<file path="src/rtl/tick_divider_pkg.sv">
// -----------------------------------------------------------------------------
// tick_divider_pkg
// Shared constants, defaults and types for the tick_divider block.
//   CLK_HZ          : system clock frequency the defaults are derived from
//   WIDTH_DEF       : default bit width of period/counter registers
//   DEFAULT_DIV_DEF : default reset period (one second at CLK_HZ)
//   N_CH_MAX        : largest supported channel count
//   LOAD_CH_W       : width of the LOAD_CH channel index
//   ch_act_e        : per-channel action decoded for each clock edge
//   div_fits()      : true when a period is nonzero and fits in a given width
// -----------------------------------------------------------------------------
package tick_divider_pkg;

   localparam int unsigned     CLK_HZ          = 50_000_000;
   localparam int unsigned     WIDTH_DEF       = 26;
   localparam longint unsigned DEFAULT_DIV_DEF = 64'd50_000_000;
   localparam int unsigned     N_CH_MAX        = 16;
   localparam int unsigned     LOAD_CH_W       = 4;

   // What a channel does on a given edge; SYNC outranks everything but reset.
   typedef enum logic [1:0] {
      ACT_HOLD  = 2'd0,
      ACT_COUNT = 2'd1,
      ACT_WRAP  = 2'd2,
      ACT_SYNC  = 2'd3
   } ch_act_e;

   // Guarded shift: shifting a 64-bit value by 64 or more is not meaningful.
   function automatic logic div_fits(input longint unsigned div,
                                     input int unsigned     width);
      if (div == 64'd0)
         return 1'b0;
      if (width >= 64)
         return 1'b1;
      return (div >> width) == 64'd0;
   endfunction

endpackage : tick_divider_pkg

</file>
<file path="src/rtl/tick_div_ch.sv">
// -----------------------------------------------------------------------------
// tick_div_ch
// One divider channel: active period P, shadow period S, counter C, pending
// flag, registered tick pulse and square wave.
// Ports:
//   i_clk      : system clock (rising edge)
//   i_rst      : synchronous active-high reset
//   i_run      : channel is running (global enable AND channel enable)
//   i_sync     : restart strobe, common to all channels
//   i_ld       : accepted load addressed to this channel
//   i_ld_val   : period carried by the load (already known to be nonzero)
//   o_tick     : one-cycle pulse on each completed period
//   o_sqw      : toggles on every tick
//   o_pend     : a shadow period is waiting for the next wrap
// -----------------------------------------------------------------------------
module tick_div_ch
   import tick_divider_pkg::*;
#(
   parameter int unsigned      WIDTH   = WIDTH_DEF,
   parameter logic [WIDTH-1:0] RST_DIV = WIDTH'(DEFAULT_DIV_DEF)
) (
   input  logic             i_clk,
   input  logic             i_rst,
   input  logic             i_run,
   input  logic             i_sync,
   input  logic             i_ld,
   input  logic [WIDTH-1:0] i_ld_val,
   output logic             o_tick,
   output logic             o_sqw,
   output logic             o_pend
);

   logic [WIDTH-1:0] r_per;
   logic [WIDTH-1:0] r_shd;
   logic [WIDTH-1:0] r_cnt;
   logic             r_pend;
   logic             r_tick;
   logic             r_sqw;

   logic [WIDTH-1:0] w_last;
   ch_act_e          w_act;

   // Periods are always >= 1, so P-1 never underflows.
   assign w_last = r_per - WIDTH'(1);

   always_comb begin
      w_act = ACT_HOLD;
      if (i_sync)
         w_act = ACT_SYNC;
      else if (i_run)
         w_act = (r_cnt == w_last) ? ACT_WRAP : ACT_COUNT;
   end

   always_ff @(posedge i_clk) begin
      if (i_rst) begin
         r_per  <= RST_DIV;
         r_shd  <= RST_DIV;
         r_cnt  <= '0;
         r_pend <= 1'b0;
         r_tick <= 1'b0;
         r_sqw  <= 1'b0;
      end else begin
         unique case (w_act)
            ACT_SYNC: begin
               // Restart in phase; any waiting period becomes active now.
               // A load arriving with the strobe is applied immediately too.
               r_cnt  <= '0;
               r_tick <= 1'b0;
               r_sqw  <= 1'b0;
               r_pend <= 1'b0;
               if (i_ld) begin
                  r_per <= i_ld_val;
                  r_shd <= i_ld_val;
               end else if (r_pend) begin
                  r_per <= r_shd;
               end
            end
            ACT_WRAP: begin
               // A load on the wrap edge itself takes effect here, so it
               // never shows up as pending.
               r_cnt  <= '0;
               r_tick <= 1'b1;
               r_sqw  <= ~r_sqw;
               r_pend <= 1'b0;
               if (i_ld) begin
                  r_per <= i_ld_val;
                  r_shd <= i_ld_val;
               end else if (r_pend) begin
                  r_per <= r_shd;
               end
            end
            ACT_COUNT: begin
               r_cnt  <= r_cnt + WIDTH'(1);
               r_tick <= 1'b0;
               if (i_ld) begin
                  r_shd  <= i_ld_val;
                  r_pend <= 1'b1;
               end
            end
            default: begin
               // Stopped: hold phase; a load replaces the period outright and
               // restarts the count so C stays below the new P.
               r_tick <= 1'b0;
               if (i_ld) begin
                  r_per  <= i_ld_val;
                  r_shd  <= i_ld_val;
                  r_cnt  <= '0;
                  r_pend <= 1'b0;
               end
            end
         endcase
      end
   end

   assign o_tick = r_tick;
   assign o_sqw  = r_sqw;
   assign o_pend = r_pend;

endmodule : tick_div_ch

</file>
<file path="src/rtl/tick_divider.sv">
// -----------------------------------------------------------------------------
// tick_divider
// N_CH independent programmable tick dividers with a shared restart strobe and
// a shadowed, glitch-free period reload path.
// Ports:
//   CLK       : system clock (rising edge)
//   RST       : synchronous active-high reset
//   EN        : global run enable
//   CH_EN     : per-channel run enable
//   SYNC      : restart all channels in phase (one-cycle strobe)
//   LOAD      : request a new period (one-cycle strobe)
//   LOAD_CH   : target channel index for LOAD
//   LOAD_VAL  : requested period in clock cycles
//   TICK      : one-cycle pulse per completed period, per channel
//   SQW       : square wave toggling on each tick, per channel
//   PEND      : a loaded period is waiting for the next wrap, per channel
//   LOAD_ERR  : one-cycle pulse when a LOAD is rejected
// -----------------------------------------------------------------------------
module tick_divider
   import tick_divider_pkg::*;
#(
   parameter int unsigned     N_CH        = 4,
   parameter int unsigned     WIDTH       = WIDTH_DEF,
   parameter longint unsigned DEFAULT_DIV = DEFAULT_DIV_DEF
) (
   input  logic                 CLK,
   input  logic                 RST,
   input  logic                 EN,
   input  logic [N_CH-1:0]      CH_EN,
   input  logic                 SYNC,
   input  logic                 LOAD,
   input  logic [LOAD_CH_W-1:0] LOAD_CH,
   input  logic [WIDTH-1:0]     LOAD_VAL,
   output logic [N_CH-1:0]      TICK,
   output logic [N_CH-1:0]      SQW,
   output logic [N_CH-1:0]      PEND,
   output logic                 LOAD_ERR
);

   // Reject impossible configurations at elaboration time.
   if (!div_fits(DEFAULT_DIV, WIDTH)) begin : g_bad_div
      $error("tick_divider: DEFAULT_DIV must be nonzero and fit in WIDTH bits");
   end
   if ((N_CH < 1) || (N_CH > N_CH_MAX)) begin : g_bad_nch
      $error("tick_divider: N_CH must be in 1..N_CH_MAX");
   end

   localparam logic [WIDTH-1:0] RST_DIV = WIDTH'(DEFAULT_DIV);

   logic w_ch_ok;
   logic w_val_ok;
   logic w_load_ok;
   logic r_load_err;

   // A load is accepted only for a real channel and a nonzero period;
   // anything else leaves every channel untouched.
   assign w_ch_ok   = 32'(LOAD_CH) < N_CH;
   assign w_val_ok  = LOAD_VAL != '0;
   assign w_load_ok = LOAD && w_ch_ok && w_val_ok;

   always_ff @(posedge CLK) begin
      if (RST)
         r_load_err <= 1'b0;
      else
         r_load_err <= LOAD && !w_load_ok;
   end

   assign LOAD_ERR = r_load_err;

   for (genvar i = 0; i < N_CH; i++) begin : g_ch
      logic w_run;
      logic w_ld;

      assign w_run = EN && CH_EN[i];
      assign w_ld  = w_load_ok && (LOAD_CH == LOAD_CH_W'(i));

      tick_div_ch #(
         .WIDTH   (WIDTH),
         .RST_DIV (RST_DIV)
      ) u_ch (
         .i_clk    (CLK),
         .i_rst    (RST),
         .i_run    (w_run),
         .i_sync   (SYNC),
         .i_ld     (w_ld),
         .i_ld_val (LOAD_VAL),
         .o_tick   (TICK[i]),
         .o_sqw    (SQW[i]),
         .o_pend   (PEND[i])
      );
   end

endmodule : tick_divider

</file>
<file path="config.mk">
export PLATFORM = sky130hd
export DESIGN_NAME = tick_divider
export DESIGN_NICKNAME = d
export VERILOG_FILES = /design/src/rtl/tick_divider_pkg.sv /design/src/rtl/tick_div_ch.sv /design/src/rtl/tick_divider.sv
export SDC_FILE = /design/constraint.sdc
export NUM_CORES = 1
export LEC_CHECK = 0
export ABC_AREA = 1
export ABC_CLOCK_PERIOD_IN_PS = 6800
export CAP_MARGIN = 40
export CORE_MARGIN = 2
export CORE_UTILIZATION = 58
export CTS_CLUSTER_DIAMETER = 50
export DETAILED_ROUTE_END_ITERATION = 8
export DONT_BUFFER_PORTS = 1
export GPL_TIMING_DRIVEN = 1
export PLACE_DENSITY = 0.74
export SYNTH_ARGS = -nofsm -noshare
export SYNTH_HDL_FRONTEND = slang
export SYNTH_SLANG_ARGS = --single-unit
</file>
<file path="constraint.sdc">
create_clock -name CLK -period 6.8 [get_ports CLK]
set_clock_uncertainty 0.1 [all_clocks]
set_input_delay 0.68 -clock CLK [delete_from_list [all_inputs] [get_ports CLK]]
set_output_delay 0.68 -clock CLK [all_outputs]
set_load 0.05 [all_outputs]
</file>
==> flow_summary.json <==
{
  "post_cts_buffers": 0,
  "synth.distinct_cells": 45,
  "critPathKind": "reg -> reg",
  "rows": 67,
  "insertion_delay_ns": 0.57,
  "initial_utilization_pct": 59.06,
  "status": "complete, no violations",
  "cp.required_ns": 7.16,
  "synth.yosys.seq_area_share_pct": 32.69,
  "num_antenna_cells": 0,
  "grt-ovfl-total": 0,
  "cts-root-buf": "clkbuf_16",
  "switching_power_mw": 1.292,
  "dieArea_um2": 35810,
  "synth_ff_type": "dfxtp_1",
  "viasPerCell": 5.534,
  "drive_above_1_share_pct": 6.147,
  "yosys.area.top_type": "dfxtp_1",
  "fin_ws_ns": 2.838,
  "drtPass1Iterations": 6,
  "rsz0062_at_grt": "false",
  "fp.dieH_um": 189.2,
  "place_ws_ns": 2.568,
  "route.vias.total": 20305,
  "crit_fanout": 29,
  "swShare_pct": 27.13,
  "core-area_um2": 33700,
  "cts_hold_buf": 0,
  "max_freq_ghz": 0.2524,
  "syn_area_per_cell_um2": 6.086,
  "fin_crit_sh_pct": 58.27,
  "cts.sinks": 325,
  "ys_ff_latch": 325,
  "drc": 0,
  "clk_pin_slew_ns": 0.06,
  "power_mw": 4.761,
  "reg2regPathDepth": 19,
  "area_growth_syn_to_layout_pct": 7.563,
  "place_hpwl_um": 43840,
  "fin_tns_setup_ns": 0,
  "internal-power_mw": 3.469,
  "yosys_warnings": 0,
  "netlist_instances": 3270,
  "hold_path.class": "in -> reg",
  "synth_top_area_share_pct": 32.69,
  "synthArstFlopShare_pct": 0,
  "hold_depth": 1,
  "grt_max_degree": 150,
  "min_period_ns": 3.962,
  "slew_viol_final": 0,
  "cts_tree": "yes",
  "grt_pass1_vias": 18447,
  "cellPowerDensity_nw_per_um2": 222.4,
  "final_antenna_net_count": 0,
  "ir_drop_v": 0.0001874,
  "yosys-top-cells-count": "nand2_1 (908), nor2_1 (477), nand3_1 (371)",
  "htree_levels": 2,
  "synth_most_common_cell": "nand2_1",
  "regToRegSetupSlack_ns": 2.84,
  "worstMarginPinSlew_ns": 0.8904,
  "die_w_um": 189.2,
  "register_area_um2": 6506,
  "drt_wl_total_um": 60190,
  "rr_endpoint": "g_ch[3].u_ch.r_per[0]$_SDFFE_PP0P_",
  "grt_use_total_pct": 33.19,
  "fill_cells": 3300,
  "clock_power_share_pct": 48.7,
  "final_area_um2": 21410,
  "start_kind": "flop",
  "holdPathEnd": "g_ch[2].u_ch.o_tick$_SDFF_PP0_",
  "cts_resized": 0,
  "gp_congestion": 1.015,
  "dpl-instance-area_um2": 19960,
  "portBuffers": 0,
  "finalHoldViolCount": 0,
  "slew_headroom_pct": 40.43,
  "pwr-share-seq_pct": 41.7,
  "first_iter_violations": 1860,
  "wl_per_cell_um": 16.40,
  "cts_buffer_depth": 3,
  "num_io_pins": 52,
  "cp.arrival_ns": 4.32,
  "p_comb_share_pct": 9.5,
  "cp-end-kind": "flop",
  "cts_made_buffers": 42,
  "maxCapViolations": 0,
  "grt_antenna_before_repair": 0,
  "multi_input_area_um2": 11400,
  "hp-start": "SYNC",
  "grt_pass1_wl_um": 96340,
  "r2r_start": "g_ch[3].u_ch.r_per[0]$_SDFFE_PP0P_",
  "setup_viol": 0,
  "synth-edff-count": 0,
  "syn-cell-area_um2": 19900,
  "mappedNetlistNets": 3317,
  "p_leak_nw": 9.548,
  "synth.area.top_cells": "dfxtp_1 (33%), nand2_1 (17%), nand3_1 (9.3%)",
  "fin_nets": 3235
}
-- worst max-delay path, stage by stage (launching register included) --
cell and delay, ns:
dfxtp_1 0.31, inv_1 0.11, ha_1 0.21, nand3_1 0.14, nor2_1 0.38, nand2_1 0.13
xor2_1 0.16, nand2_1 0.06, nor2_1 0.08, nand2_1 0.05, nor2_1 0.13, nand4_1 0.14
buf_4 0.29, nand2_1 0.10, buf_4 0.32, nand2_2 0.39, nand2_2 0.34, inv_2 0.17
nor2_1 0.15, nor2_1 0.05
-- power by group through the flow --
| stage | clock network (mW) | logic (mW) | registers (mW) |
|---|---|---|---|
| after floorplan | 0 | 0.355 | 2.01 |
| after global placement | 0 | 0.438 | 2.03 |
| after detailed placement | 0 | 0.444 | 2.03 |
| after CTS | 2.34 | 0.447 | 1.99 |
| after global routing | 2.42 | 0.508 | 1.99 |
| final | 2.32 | 0.454 | 1.99 |
-- metal layers --
metal	GRT usage [%]	up-vias	part of all wire, %
met5	0	-	0
met4	12.46	0	3.5
met3	6.321	110	7.4
met2	53.06	653	44
met1	44.53	9323	45
li1	-	10219	-
-- worst max-delay path by stage --
stage / end / slack (ns) / from / cells past startpoint
2_1_floorplan: g_ch[2].u_ch.r_cnt[22]$_SDFFE_PP0P_ / 4.25 / LOAD_VAL[24] / 13
5_1_grt: g_ch[3].u_ch.r_per[0]$_SDFFE_PP0P_ / 2.34 / g_ch[3].u_ch.r_per[0]$_SDFFE_PP0P_ / 19
4_1_cts: g_ch[3].u_ch.r_per[0]$_SDFFE_PP0P_ / 2.91 / g_ch[3].u_ch.r_per[0]$_SDFFE_PP0P_ / 19
6_report: g_ch[3].u_ch.r_per[0]$_SDFFE_PP0P_ / 2.84 / g_ch[3].u_ch.r_per[0]$_SDFFE_PP0P_ / 19
3_5_place_dp: g_ch[3].u_ch.r_cnt[8]$_SDFFE_PP0P_ / 2.57 / LOAD / 11
3_3_place_gp: g_ch[3].u_ch.r_cnt[8]$_SDFFE_PP0P_ / 2.53 / LOAD / 11
-- layout by cell type, fill, tap and decap left out, drive strengths merged, types with 4 or more instances in the layout --
| cell | synthesis | final |
|---|---|---|
| xor2 | 69 | 69 |
| or2 | 62 | 62 |
| ha | 8 | 8 |
| buf | 62 | 17 |
| nor4 | 10 | 10 |
| nand3b | 22 | 22 |
| clkbuf | 81 | 51 |
| clkinv | 3 | 14 |
| a21oi | 109 | 109 |
| clkinvlp | 0 | 6 |
| a211oi | 4 | 4 |
| dfxtp | 325 | 325 |
| inv | 352 | 356 |
| nand2 | 917 | 917 |
| xnor2 | 35 | 35 |
| o21ai | 212 | 212 |
| bufinv | 0 | 5 |
| nand3 | 375 | 375 |
| nor3 | 51 | 51 |
| nor2 | 496 | 496 |
| nand4 | 52 | 52 |
| o21a | 4 | 4 |
-- layout make-up --
class	instances	area share (%)
multi-input combinational	2447	53.24
sequential	325	30.39
inverter	355	6.230
clock buffer	51	5.254
tap	448	2.618
clock inverter	26	1.514
timing repair buffer	17	0.7481
-- kinds of logic (layout without fill, tap and decap cells) --
logic type | Yosys count | after routing | share of synthesized area [%]
and+or+nand+nor | 1991 | 1991 | 43.03
adders and majority gates | 8 | 8 | 0.5029
xor gates and xnor gates | 106 | 106 | 4.803
AOI/OAI and AO/OA | 342 | 342 | 8.883
DFF | 325 | 325 | 32.69
buffers and inverters | 498 | 449 | 10.09
-- registers in the layout, summed over array words and instances, names as in the netlist --
signal,cells
g_ch.u_ch.o_pend,4
LOAD_ERR,1
g_ch.u_ch.r_cnt,104
g_ch.u_ch.o_tick,4
g_ch.u_ch.r_shd,104
g_ch.u_ch.o_sqw,4
g_ch.u_ch.r_per,104
-- stage by stage --
| stage | hold WS (ns) | instances | util, % |
|---|---|---|---|
| global route | 0.07186 | 3669 | 63.53 |
| finish | 0.08240 | 3669 | 63.53 |
| CTS | 0.06349 | 3669 | 63.53 |
| detailed placement | 0.3785 | 3592 | 59.23 |
| global placement | 0.3641 | 3590 | 59.12 |
| floorplan | 0.3236 | 3270 | - |
Power figures use the tool's default switching activity.
